<file path="config.mk">
export PLATFORM = sky130hd
export DESIGN_NAME = sdram_arbiter
export DESIGN_NICKNAME = d
export VERILOG_FILES = /design/src/rtl/sdram_arbiter.sv
export SDC_FILE = /design/constraint.sdc
export NUM_CORES = 1
export LEC_CHECK = 0
export ABC_AREA = 1
export CAP_MARGIN = 20
export CORE_ASPECT_RATIO = 0.75
export CORE_MARGIN = 3
export CORE_UTILIZATION = 40
export DETAILED_ROUTE_END_ITERATION = 7
export GPL_ROUTABILITY_DRIVEN = 0
export GPL_TIMING_DRIVEN = 0
export SYNTH_ARGS = -nofsm -noshare
export SYNTH_HDL_FRONTEND = slang
export SYNTH_SLANG_ARGS = --single-unit
</file>
<file path="constraint.sdc">
create_clock -name clk_100m -period 3.1 [get_ports clk_100m]
set_input_delay 0.93 -clock clk_100m [delete_from_list [all_inputs] [get_ports clk_100m]]
set_output_delay 0.93 -clock clk_100m [all_outputs]
set_load 0.05 [all_outputs]
</file>
<file path="src/rtl/sdram_arbiter.sv">
// Two-port round-robin arbiter in front of a single SDRAM controller.
// One transaction in flight at a time; every output is a flop.
module sdram_arbiter #(
  parameter int unsigned TIMEOUT = 1023
) (
  input  logic       clk_100m,
  input  logic       rst,
  input  logic       p0_req,
  input  logic       p0_rw_n,
  input  logic [8:0] p0_bytes,
  output logic       p0_grant,
  output logic       p0_done,
  input  logic       p1_req,
  input  logic       p1_rw_n,
  input  logic [8:0] p1_bytes,
  output logic       p1_grant,
  output logic       p1_done,
  input  logic       sdram_init_done,
  input  logic       sdram_idle,
  input  logic       sdram_wr_ack,
  input  logic       sdram_rd_ack,
  output logic       sdram_wr_req,
  output logic       sdram_rd_req,
  output logic [8:0] sdwr_bytes,
  output logic [8:0] sdrd_bytes,
  output logic       owner,
  output logic       timeout_err
);

  typedef enum logic [1:0] {S_IDLE, S_ISSUE, S_ACK, S_DONE} state_t;

  localparam logic [15:0] TimeoutCnt = 16'(TIMEOUT);

  state_t      state_q, state_d;
  logic        last_q, last_d;
  logic        rw_q, rw_d;
  logic [8:0]  bytes_q, bytes_d;
  logic [15:0] cnt_q, cnt_d, cnt_inc;
  logic        owner_d, terr_d;
  logic        win, ack, tmo, busy;
  logic        p0_grant_d, p1_grant_d, p0_done_d, p1_done_d;
  logic        wr_req_d, rd_req_d;
  logic [8:0]  sdwr_bytes_d, sdrd_bytes_d;

  always_comb begin
    win     = (p0_req && p1_req) ? ~last_q : p1_req;
    ack     = rw_q ? sdram_wr_ack : sdram_rd_ack;
    cnt_inc = cnt_q + 16'd1;
    tmo     = (cnt_inc == TimeoutCnt);

    state_d = state_q;
    last_d  = last_q;
    rw_d    = rw_q;
    bytes_d = bytes_q;
    cnt_d   = cnt_q;
    owner_d = owner;
    terr_d  = timeout_err;

    case (state_q)
      S_IDLE: begin
        if (sdram_init_done && sdram_idle && (p0_req || p1_req)) begin
          state_d = S_ISSUE;
          owner_d = win;
          rw_d    = win ? p1_rw_n : p0_rw_n;
          bytes_d = win ? p1_bytes : p0_bytes;
          cnt_d   = '0;
        end
      end
      S_ISSUE: begin
        cnt_d = cnt_inc;
        if (tmo) begin
          state_d = S_DONE;
          terr_d  = 1'b1;
        end else if (ack) begin
          state_d = S_ACK;
        end
      end
      S_ACK: begin
        cnt_d = cnt_inc;
        if (tmo) begin
          state_d = S_DONE;
          terr_d  = 1'b1;
        end else if (!ack) begin
          state_d = S_DONE;
        end
      end
      S_DONE:  state_d = S_IDLE;
      default: state_d = S_IDLE;
    endcase

    if (state_d == S_DONE && state_q != S_DONE) last_d = owner_d;

    // Outputs are registered from the next state so they line up with state_q.
    busy         = (state_d != S_IDLE);
    p0_grant_d   = busy && !owner_d;
    p1_grant_d   = busy && owner_d;
    p0_done_d    = (state_d == S_DONE) && !owner_d;
    p1_done_d    = (state_d == S_DONE) && owner_d;
    wr_req_d     = (state_d == S_ISSUE) && rw_d;
    rd_req_d     = (state_d == S_ISSUE) && !rw_d;
    sdwr_bytes_d = (busy && rw_d) ? bytes_d : 9'd0;
    sdrd_bytes_d = (busy && !rw_d) ? bytes_d : 9'd0;
  end

  always_ff @(posedge clk_100m or posedge rst) begin
    if (rst) begin
      state_q      <= S_IDLE;
      last_q       <= 1'b1;
      rw_q         <= 1'b0;
      bytes_q      <= '0;
      cnt_q        <= '0;
      owner        <= 1'b0;
      timeout_err  <= 1'b0;
      p0_grant     <= 1'b0;
      p1_grant     <= 1'b0;
      p0_done      <= 1'b0;
      p1_done      <= 1'b0;
      sdram_wr_req <= 1'b0;
      sdram_rd_req <= 1'b0;
      sdwr_bytes   <= '0;
      sdrd_bytes   <= '0;
    end else begin
      state_q      <= state_d;
      last_q       <= last_d;
      rw_q         <= rw_d;
      bytes_q      <= bytes_d;
      cnt_q        <= cnt_d;
      owner        <= owner_d;
      timeout_err  <= terr_d;
      p0_grant     <= p0_grant_d;
      p1_grant     <= p1_grant_d;
      p0_done      <= p0_done_d;
      p1_done      <= p1_done_d;
      sdram_wr_req <= wr_req_d;
      sdram_rd_req <= rd_req_d;
      sdwr_bytes   <= sdwr_bytes_d;
      sdrd_bytes   <= sdrd_bytes_d;
    end
  end

endmodule

</file>
==> flow_summary.json <==
{
  "clockBufferDepth": 2,
  "postPlaceCellArea_um2": 3421,
  "synth.area.mux_share_pct": 0,
  "die-area_um2": 7967,
  "crit_type": "in2reg",
  "synth.distinct_cells": 23,
  "cts_resized": 0,
  "cts_sinks": 55,
  "ant_nets": 0,
  "synth_edf_count": 0,
  "finalSetupViolations": 0,
  "syn_area_um2": 2769,
  "drtPass1Iterations": 4,
  "ys_seq_elements": 55,
  "crit_required_ns": 3.35,
  "synth_common_cells": "nand2_1 (112), dfrtp_1 (54), inv_1 (52)",
  "cts_buffers": 5,
  "tightest_slew_ns": 0.7248,
  "cts_hold_buffers": 0,
  "end_kind": "flip-flop",
  "fin_crit_sh_pct": 81.37,
  "synth-simple-area-share_pct": 31.54,
  "die_width_um": 102.1,
  "slew_viol_final": 0,
  "wl_per_cell_um": 13.22,
  "worst_clock_skew_ns": 0.01056,
  "netlist_instances": 353,
  "peakVddDrop_mv": 0.5292,
  "fin_area_um2": 3516,
  "clk_pin_slew_worst_paths_ns": 0.09,
  "initial_core_util_pct": 42.56,
  "netlist_top_cells_area": "dfrtp_1 (49%), nand2_1 (15%), inv_1 (7.0%), nor2_1 (5.7%), o21ai_0 (3.1%)",
  "yosys_most_used_dff": "dfrtp_1",
  "postSynthAreaPerCell_um2": 7.844,
  "cts_tree": "yes",
  "async_flop_share_pct": 100.0,
  "worstPathArrival_ns": 2.77,
  "gr-usage-all-layers_pct": 17.97,
  "synth_top_family_by_area": "simple AND/OR/NAND/NOR gates",
  "vias_per_cell": 4.688,
  "relSlewSlack_pct": 51.17,
  "dp.cells": 488,
  "vias": 2325,
  "clock_latency_ns": 0.31,
  "instances_no_fill": 496,
  "hpwl_mm": 5.020,
  "netlist.area_leader.share_pct": 48.80,
  "synth_top_area_cell": "dfrtp_1",
  "synth_most_common_cell": "nand2_1",
  "die_h_um": 78.06,
  "cts.htree.levels": 2,
  "num_rows": 25,
  "synthXorXnorAreaFrac_pct": 0,
  "rsz0062_at_grt": "false",
  "post_cts_buffers": 0,
  "hold_viol_final": 0,
  "root_buffer": "clkbuf_8",
  "io_buffers": 53,
  "grt_pass1_wl_mm": 11.11,
  "grt_pass1_vias": 2239,
  "fmax_mhz": 396.4,
  "power.leakage_nw": 1.758,
  "synth_nets": 387,
  "drcViolationCount": 0,
  "antenna_found_initial": 0,
  "status": "completed",
  "powerDensity_nw_per_um2": 874.1,
  "cp_max_fo": 10,
  "final_nets": 448,
  "pin_count": 54,
  "drt_iter0_drc": 98,
  "hp-class": "reg2reg",
  "critPathLaunchType": "primary input",
  "core_um2": 6506,
  "syn_to_final_growth_pct": 26.98,
  "grt_max_degree": 38,
  "ys_warn_count": 0,
  "fin_crit_ns": 2.523,
  "grt-ovfl-total": 0,
  "synth_compound_area_share_pct": 7.908,
  "drv_cap": 0,
  "ys_seq_area_share_pct": 49.75,
  "wl_mm": 6.559,
  "drive_gt1_share_pct": 7.711,
  "antenna_cells": 0,
  "synth_fa_ha_area_share_pct": 2.711
}
==> metrics by stage <==
| stage | utilization (%) | total power, mW | TNS, ns | hold slack [ns] | setup slack (ns) |
|---|---|---|---|---|---|
| CTS | 54.04 | 3.111 | 0 | 0.4686 | 0.5676 |
| floorplan | - | 2.158 | 0 | 0.4422 | 0.8287 |
| global route | 54.04 | 3.303 | 0 | 0.4874 | 0.3637 |
| finish | 54.04 | 3.073 | 0 | 0.4603 | 0.5775 |
| detailed placement | 52.58 | 2.685 | 0 | 0.4503 | 0.2601 |
| global placement | 52.27 | 2.659 | -16.81 | 0.4405 | -0.3167 |
==> cells by family (layout without fill, tap and decap cells) <==
family / count (synthesis) / in the layout
AND/OR/NAND/NOR: 197 / 197
buffers and inverters: 59 / 121
flip-flops: 55 / 55
AO/OA/AOI/OAI: 36 / 36
adder cells (fa/ha/maj): 6 / 6
==> state kept, by name, summed over array words and instances, names as in the netlist <==
name / count
state_q: 2
p1_done: 1
sdrd_bytes: 9
rw_q: 1
sdram_wr_req: 1
last_q: 1
cnt_q: 16
owner: 1
p0_done: 1
p0_grant: 1
p1_grant: 1
sdwr_bytes: 9
sdram_rd_req: 1
bytes_q: 9
timeout_err: 1
==> final timing paths <==
| path | start | end | slack (ns) | cells past startpoint |
|---|---|---|---|---|
| hold reg to reg | timeout_err | timeout_err | 0.46 | 1 |
| setup / recovery | p1_req | last_q | 0.58 | 8 |
| max in group asynchronous | rst | last_q | 1.55 | 3 |
| hold / removal | timeout_err | timeout_err | 0.46 | 1 |
| min in group asynchronous | rst | cnt_q[1] | 0.93 | 2 |
| setup reg to reg | cnt_q[1] | sdrd_bytes[2] | 0.67 | 15 |
==> where the power goes <==
part / internal, mW / leakage, nW / switching [mW] / total, mW
Combinational: 0.499 / 0.998 / 1.11 / 1.61
Sequential: 0.954 / 0.711 / 0.0923 / 1.05
Clock: 0.184 / 0.0484 / 0.235 / 0.419
Total: 1.64 / 1.76 / 1.44 / 3.07
==> cells in the final DEF (no fill, tap or decap), types with 3 or more instances in the layout <==
cell             synthesis  routed
o22ai_1                  3       3
nor2_2                   4       4
dfrtp_1                 54      54
nor2_4                   4       4
nor2_1                  42      42
nand3_1                 14      14
o21ai_0                 17      17
ha_1                     6       6
nand4_1                  7       7
nand2_4                  5       5
nand2_2                  8       8
o21ai_1                  3       3
clkbuf_8                 0       6
clkdlybuf4s50_1          0      53
o21a_1                  10      10
clkbuf_1                 5       6
nand2_1                112     112
inv_1                   52      51
==> critical path, cell delays in order <==
cell and delay [ns]:
clkdlybuf4s50_1 0.42, o211a_1 0.26, nand2_1 0.14, buf_1 0.41, o21ai_0 0.24, inv_1 0.16, nand4_1 0.11, nand2_1 0.09
==> area by class of cell <==
| cell class | count | area [um^2] |
|---|---|---|
| fill | 632 | 2990 |
| sequential | 55 | 1378 |
| multi-input combinational | 239 | 1167 |
| timing repair buffer | 54 | 550.5 |
| inverter | 53 | 201.4 |
| tap | 81 | 101.3 |
| clock buffer | 7 | 86.33 |
| buffer | 6 | 22.52 |
| clock inverter | 1 | 8.758 |
==> layer usage <==
layer / wire (um) / vias up / track usage (%)
li1: - / 1200 / -
met1: 3330 / 1061 / 27.08
met2: 2750 / 60 / 25.23
met3: 421 / 4 / 4.885
met4: 57 / 0 / 4.980
met5: 0 / - / 0
Note: power is estimated with default switching activity, not from simulation.
